==> src/rtl/usng_pkg.sv <==
// Shared constants, FSM encoding and helpers for the dual unary stream generator.
package usng_pkg;

    localparam int unsigned DATA_W    = 8;
    localparam int unsigned FRAME_LEN = 256;
    localparam logic [DATA_W-1:0] LFSR_TAPS = 8'hB8;
    localparam logic [DATA_W-1:0] LAST_CNT  = DATA_W'(FRAME_LEN - 1);

    typedef enum logic {
        IDLE = 1'b0,
        RUN  = 1'b1
    } state_t;

    // Van der Corput ordering: mirror the counter bits.
    function automatic logic [DATA_W-1:0] bit_rev(input logic [DATA_W-1:0] v);
        logic [DATA_W-1:0] r;
        r = '0;
        for (int i = 0; i < int'(DATA_W); i++) begin
            r[i] = v[DATA_W-1-i];
        end
        return r;
    endfunction

endpackage

==> src/rtl/usng_lfsr8.sv <==
// 8-bit right-shifting Galois LFSR; load and reset both restart at SEED.
module lfsr8
    import usng_pkg::*;
#(
    parameter logic [DATA_W-1:0] SEED = 8'h01
) (
    input  logic              clk,
    input  logic              rst,
    input  logic              load,
    input  logic              en,
    output logic [DATA_W-1:0] state
);

    always_ff @(posedge clk) begin
        if (rst || load) begin
            state <= SEED;
        end else if (en) begin
            state <= (state >> 1) ^ (state[0] ? LFSR_TAPS : '0);
        end
    end

endmodule

==> src/rtl/usng_dual.sv <==
// Converts two 8-bit operands into 256-bit unary frames: A in van der Corput
// order, B against a full-period LFSR sequence padded with zero.
module usng_dual
    import usng_pkg::*;
#(
    parameter logic [DATA_W-1:0] SEED = 8'h01
) (
    input  logic              iClk,
    input  logic              iRst,
    input  logic              iValid,
    input  logic [DATA_W-1:0] iDataA,
    input  logic [DATA_W-1:0] iDataB,
    output logic              oReady,
    output logic              oA,
    output logic              oB,
    output logic              oValid,
    output logic              oLast
);

    state_t            state, state_nxt;
    logic [DATA_W-1:0] cnt, cnt_nxt;
    logic [DATA_W-1:0] reg_a, reg_a_nxt;
    logic [DATA_W-1:0] reg_b, reg_b_nxt;
    logic [DATA_W-1:0] lfsr;
    logic [DATA_W-1:0] rand_a;
    logic [DATA_W-1:0] rand_b;
    logic              running;
    logic              last;
    logic              accept;

    assign running = (state == RUN);
    assign last    = running && (cnt == LAST_CNT);
    assign accept  = iValid && oReady;

    // State and datapath registers
    always_ff @(posedge iClk) begin
        if (iRst) begin
            state <= IDLE;
            cnt   <= '0;
            reg_a <= '0;
            reg_b <= '0;
        end else begin
            state <= state_nxt;
            cnt   <= cnt_nxt;
            reg_a <= reg_a_nxt;
            reg_b <= reg_b_nxt;
        end
    end

    // Next state: a load wins over frame advance, which lets the last bit chain frames
    always_comb begin
        state_nxt = state;
        cnt_nxt   = cnt;
        reg_a_nxt = reg_a;
        reg_b_nxt = reg_b;
        if (accept) begin
            state_nxt = RUN;
            cnt_nxt   = '0;
            reg_a_nxt = iDataA;
            reg_b_nxt = iDataB;
        end else if (running) begin
            cnt_nxt = cnt + DATA_W'(1);
            if (last) begin
                state_nxt = IDLE;
            end
        end
    end

    lfsr8 #(
        .SEED (SEED)
    ) u_lfsr (
        .clk   (iClk),
        .rst   (iRst),
        .load  (accept),
        .en    (running),
        .state (lfsr)
    );

    // The LFSR never emits zero, so the final slot supplies it to complete the 256 values
    assign rand_a = bit_rev(cnt);
    assign rand_b = (cnt == LAST_CNT) ? '0 : lfsr;

    assign oReady = (state == IDLE) || last;
    assign oValid = running;
    assign oLast  = last;
    assign oA     = running && (reg_a > rand_a);
    assign oB     = running && (reg_b > rand_b);

endmodule

==> config.mk <==
export PLATFORM = sky130hd
export DESIGN_NAME = usng_dual
export DESIGN_NICKNAME = d
export VERILOG_FILES = /design/src/rtl/usng_pkg.sv /design/src/rtl/usng_lfsr8.sv /design/src/rtl/usng_dual.sv
export SDC_FILE = /design/constraint.sdc
export NUM_CORES = 1
export LEC_CHECK = 0
export CORE_UTILIZATION = 54
export DETAILED_ROUTE_END_ITERATION = 12
export PLACE_DENSITY = 0.83
export SLEW_MARGIN = 30
export SYNTH_ARGS = -nofsm -noshare
export SYNTH_HDL_FRONTEND = slang
export SYNTH_SLANG_ARGS = --single-unit
==> constraint.sdc <==
create_clock -name iClk -period 3.6 [get_ports iClk]
set_input_delay 1.08 -clock iClk [delete_from_list [all_inputs] [get_ports iClk]]
set_output_delay 1.08 -clock iClk [all_outputs]
set_load 0.05 [all_outputs]
==> flow_summary.json, run 1 <==
{
  "fin_skew_ps": 18.2,
  "initial_core_util_pct": 58.0,
  "htree_levels": 2,
  "endpoint_kind": "primary output",
  "ctsRootBufferMaster": "clkbuf_4",
  "cp_max_fo": 6,
  "finalCoreUtilization_pct": 73.6,
  "hpwl_um": 2390,
  "die_x_um": 59.7,
  "setup_ws_ps": 78.7,
  "yosys_most_used_dff": "dfxtp_1",
  "syn2layout_area_growth_pct": 27.0,
  "outcome": "finished clean",
  "avgSynthCellArea_um2": 8.78,
  "ys_seq_area_share_pct": 36.7,
  "via_count": 1460,
  "grt_use_met1_pct": 30.4,
  "gr-usage-met2_pct": 32.7,
  "crit_type": "reg2out",
  "dp.cells": 265,
  "grt_pass1_vias": 1304,
  "cap_violations": 0,
  "grt_use_met3_pct": 5.84,
  "postPlaceCellArea_um2": 2060,
  "die_h_um": 59.7,
  "path_clk_slew_ps": 110,
  "wl_um": 3630,
  "netlist_instances": 205,
  "drtIter0Drc": 58,
  "power.leakage_nw": 0.890,
  "remaining_drc_errors": 0,
  "slew_violations": 0,
  "fin_crit_sh_pct": 97.8,
  "worstSkewPairLatency_ps": 350,
  "cts.sinks": 33,
  "grt_pass1_wl_um": 5820,
  "die-area_um2": 3570,
  "finalSetupViolCount": 0,
  "post_drt_wl_per_cell_um": 13.1,
  "top_usage_layer": "met2",
  "syn_area_um2": 1800,
  "drt.antenna.violating_nets": 0,
  "cts_buffer_depth": 2,
  "synth_cell_type_count": 31,
  "ir_drop_mv": 0.297,
  "gp_congestion": 0.747,
  "tightestPinTransition_ps": 699,
  "fmax_mhz": 284,
  "cts-buffers-inserted": 5,
  "postCtsHoldBufs": 0,
  "hp-class": "reg2reg",
  "num_io_pins": 24,
  "hold_ws_ps": 462,
  "fin_total_pwr_mw": 0.868,
  "finalHoldViolations": 0,
  "track_usage_pct": 22.4,
  "fin_crit_ps": 3520,
  "synth_nets": 241,
  "nets": 267,
  "worstSetupStartpointType": "flip-flop",
  "antenna_found_initial": 0,
  "drive_above_1_share_pct": 16.4,
  "place_ws_ps": 172,
  "grt_overflow_total": 0,
  "yosys_warnings": 0,
  "ys_seq_elements": 33,
  "rows": 20,
  "final_common_cell": "nand2_1",
  "antenna_cells": 0,
  "stdcell_count": 276,
  "slew_headroom_pct": 53.2,
  "port_buffers": 23,
  "dr.pass1.iters": 4,
  "final_cell_mix": "nand2_1 (41), dfxtp_1 (27), mux2i_1 (21), clkdlybuf4s50_1 (21), nor2_1 (13)",
  "final.setup.tns_ps": 0,
  "p_per_area_nw_per_um2": 380,
  "core_region_area_um2": 3100,
  "async_flop_share_pct": 0,
  "viasPerCell": 5.29,
  "synth_edf_count": 0,
  "required_ps": 2520,
  "grt_max_degree": 33,
  "critPathArrivalTime_ps": 2440,
  "design_area_um2": 2280,
  "cts_tree": "built"
}
[cells by family after synthesis]
group	Yosys count	synth area share, %
compound gates	28	10.4
fa+ha+maj	17	11.8
mux	21	11.7
flops	33	36.7
simple gates	78	20.7
buf+inv	21	5.28
xor+xnor	7	3.41
[final timing paths]
check        startpoint         endpoint  slack, ps  depth (start not counted)
max              cnt[1]               oB         80                         10
min            reg_b[0]         reg_b[0]        460                          2
max reg2reg      oValid  u_lfsr.state[0]       1800                          4
min reg2reg    reg_b[0]         reg_b[0]        460                          2
[cells in the mapped netlist (all sizes together), types with 3 or more instances]
cell type | instances | share of area, %
a211oi | 5 | 2.1
a21oi | 8 | 2.2
buf | 5 | 1.9
clkbuf | 4 | 0.90
dfxtp | 33 | 37
ha | 17 | 12
inv | 12 | 2.5
mux2i | 21 | 12
nand2 | 44 | 9.2
nand4 | 9 | 4.0
nor2 | 13 | 2.7
o21ai | 7 | 2.6
or3 | 3 | 1.0
xnor2 | 7 | 3.4
[flip-flops by register name, summed over array words and instances, names as in the netlist]
name,flops
oValid,1
reg_a,8
reg_b,8
u_lfsr.state,8
cnt,8
[metal layers]
| metal | up-vias | part of all wire [%] |
|---|---|---|
| met5 | - | 0 |
| met1 | 668 | 51 |
| met4 | 0 | 1.8 |
| met3 | 8 | 3.7 |
| met2 | 26 | 43 |
| li1 | 758 | - |
[area by class of cell]
type,count,area (µm²)
clock inverter,1,30.0
fill,234,818
inverter,12,45.0
multi-input combinational,151,1150
tap,44,55.1
clock buffer,7,55.1
timing repair buffer,28,279
sequential,33,671
[critical path, cell delays in order (launching register included)]
cell and delay [ps]:
dfxtp_2 380, ha_4 160, nand3_2 80, or2_4 280
buf_6 140, nand2_2 70, ha_4 130, nand4_1 120
or3b_4 420, o22ai_4 150, buf_12 160
[power breakdown]
group	internal (mW)	switching, mW	total (mW)	leakage [nW]
clock	0.166	0.126	0.292	0.0455
sequential	0.382	0.0168	0.399	0.273
combinational	0.0894	0.0876	0.177	0.571
total	0.637	0.231	0.868	0.890
[repair_timing]
item / CTS / global route
resized for setup: 9 / 15
pin swaps: 1 / 6
setup endpoints to repair: 1 / 1
setup buffers: 2 / 1
cloned: 0 / 0
Note: power is estimated with default switching activity, not from simulation.
==> inputs of run 2 (changes only) <==
Settings changed: CORE_MARGIN set to 3, SKIP_LAST_GASP set to 1.
==> flow_summary.json, run 2 (synthesis gave the netlist of run 1 again) <==
{
  "syn2layout_area_growth_pct": 23.7,
  "ctsRootBufferMaster": "clkbuf_4",
  "grt_pass1_wl_um": 6200,
  "power_switching_mw": 0.224,
  "required_ps": 2520,
  "worstSkewPairLatency_ps": 340,
  "wl_um": 3600,
  "hpwl_um": 2480,
  "grt_overflow_total": 0,
  "outcome": "finished clean",
  "crit_type": "reg2out",
  "intPower_mw": 0.560,
  "p_seq_share_pct": 50.5,
  "combPwrFrac_pct": 22.3,
  "crit_chain": "ha_4, nand3_2, or2_4, buf_4, nand2_1, ha_1, nand4_1, or3b_4, o22ai_4, buf_12",
  "die-area_um2": 4060,
  "antenna_found_initial": 0,
  "antenna_cells": 0,
  "final_common_cell": "nand2_1",
  "critPathArrivalTime_ps": 2400,
  "cts.sinks": 33,
  "switching_share_pct": 28.6,
  "slew_violations": 0,
  "drive_above_1_share_pct": 14.5,
  "ir_drop_mv": 0.225,
  "cts_buffer_depth": 2,
  "via_count": 1458,
  "fin_skew_ps": 8.05,
  "cts-buffers-inserted": 5,
  "timing.hold.worst_path_depth": 2,
  "tightestPinTransition_ps": 714,
  "initial_core_util_pct": 57.5,
  "post_drt_wl_per_cell_um": 12.9,
  "hp-class": "reg2reg",
  "postCtsHoldBufs": 0,
  "drt.antenna.violating_nets": 0,
  "track_usage_pct": 19.6,
  "p_clk_share_pct": 27.2,
  "finalSetupViolCount": 0,
  "power.leakage_nw": 0.885,
  "num_io_pins": 24,
  "p_per_area_nw_per_um2": 352,
  "htree_levels": 2,
  "slowest_stage": "or3b_4",
  "cp_max_fo": 6,
  "fin_crit_sh_pct": 96.7,
  "port_buffers": 23,
  "remaining_drc_errors": 0,
  "final_cell_mix": "nand2_1 (44), dfxtp_1 (27), mux2i_1 (21), clkdlybuf4s50_1 (21), ha_1 (15)",
  "place_ws_ps": 162,
  "final.setup.tns_ps": 0,
  "max_stage_delay_ps": 400,
  "rows": 20,
  "die_h_um": 63.7,
  "fmax_mhz": 287,
  "gp_congestion": 0.789,
  "fin_crit_ps": 3480,
  "slew_headroom_pct": 52.3,
  "rr_worst_depth": 4,
  "die_x_um": 63.7,
  "rsz0062_at_grt": "false",
  "endpoint_kind": "primary output",
  "setup_ws_ps": 117,
  "cts_tree": "built",
  "cap_violations": 0,
  "grt_pass1_vias": 1409,
  "path_clk_slew_ps": 100,
  "viasPerCell": 5.24,
  "grt_max_degree": 33,
  "core_region_area_um2": 3130,
  "dr.pass1.iters": 4,
  "drtIter0Drc": 71,
  "worstSetupStartpointType": "flip-flop",
  "finalHoldViolations": 0,
  "nets": 270
}
-- run 2: cell count changes in the layout (fill, tap and decap cells not counted), moves of 2 or more --
cell / change
buf_4: +4
ha_4: -3
nand2_2: -2
nand2_1: +3
ha_1: +3
-- run 2: cell type report --
class	count	area, µm²
Clock buffer	7	55.1
Fill cell	244	902
Inverter	12	45.0
Multi-Input combinational cell	151	1100
Sequential cell	33	673
Tap cell	44	55.1
Timing Repair Buffer	31	298
-- run 2: worst paths after layout --
| path | from | end | slack (ps) |
|---|---|---|---|
| max | cnt[1] | oB | 120 |
| min | reg_b[0] | reg_b[0] | 470 |
| min reg2reg | reg_b[0] | reg_b[0] | 470 |
| max reg2reg | oValid | u_lfsr.state[0] | 1800 |
-- run 2: worst max-delay path, delay by kind of cell, from the launching register on --
kind            cells  cell delay [ps]
compound gates      1              150
simple gates        5              930
fa+ha+maj           2              310
flops               1              370
buf+inv             2              300
-- run 2: power groups by stage --
stage          registers (mW)  logic (mW)  clock network [mW]
2_1_floorplan           0.402       0.112                   0
3_3_place_gp            0.405       0.158                   0
3_5_place_dp            0.406       0.161                   0
4_1_cts                 0.397       0.166               0.220
5_1_grt                 0.399       0.193               0.236
6_report                0.396       0.175               0.213
-- run 2: stage by stage --
stage	hold slack, ps	power [mW]	util (%)	cells	cell area [µm²]
floorplan	435	0.514	-	205	1810
global placement	445	0.563	66.2	266	2070
detailed placement	451	0.567	66.2	266	2070
CTS	470	0.783	69.4	276	2170
finish	466	0.785	71.2	278	2230
global route	491	0.829	71.2	278	2230
-- run 2: repair_timing --
| item | in CTS | in global routing |
|---|---|---|
| setup endpoints to repair | 1 | 1 |
| resized for setup | 8 | 9 |
| buffers inserted | 3 | 2 |
| pin swaps | 1 | 6 |
-- run 2: routing by layer --
| metal | up-vias | global-route usage, % | wire [µm] |
|---|---|---|---|
| li1 | 759 | - | - |
| met1 | 661 | 25.2 | 1780 |
| met2 | 31 | 30.9 | 1590 |
| met3 | 7 | 3.74 | 144 |
| met4 | 0 | 10.5 | 82 |
| met5 | - | 0 | 0 |
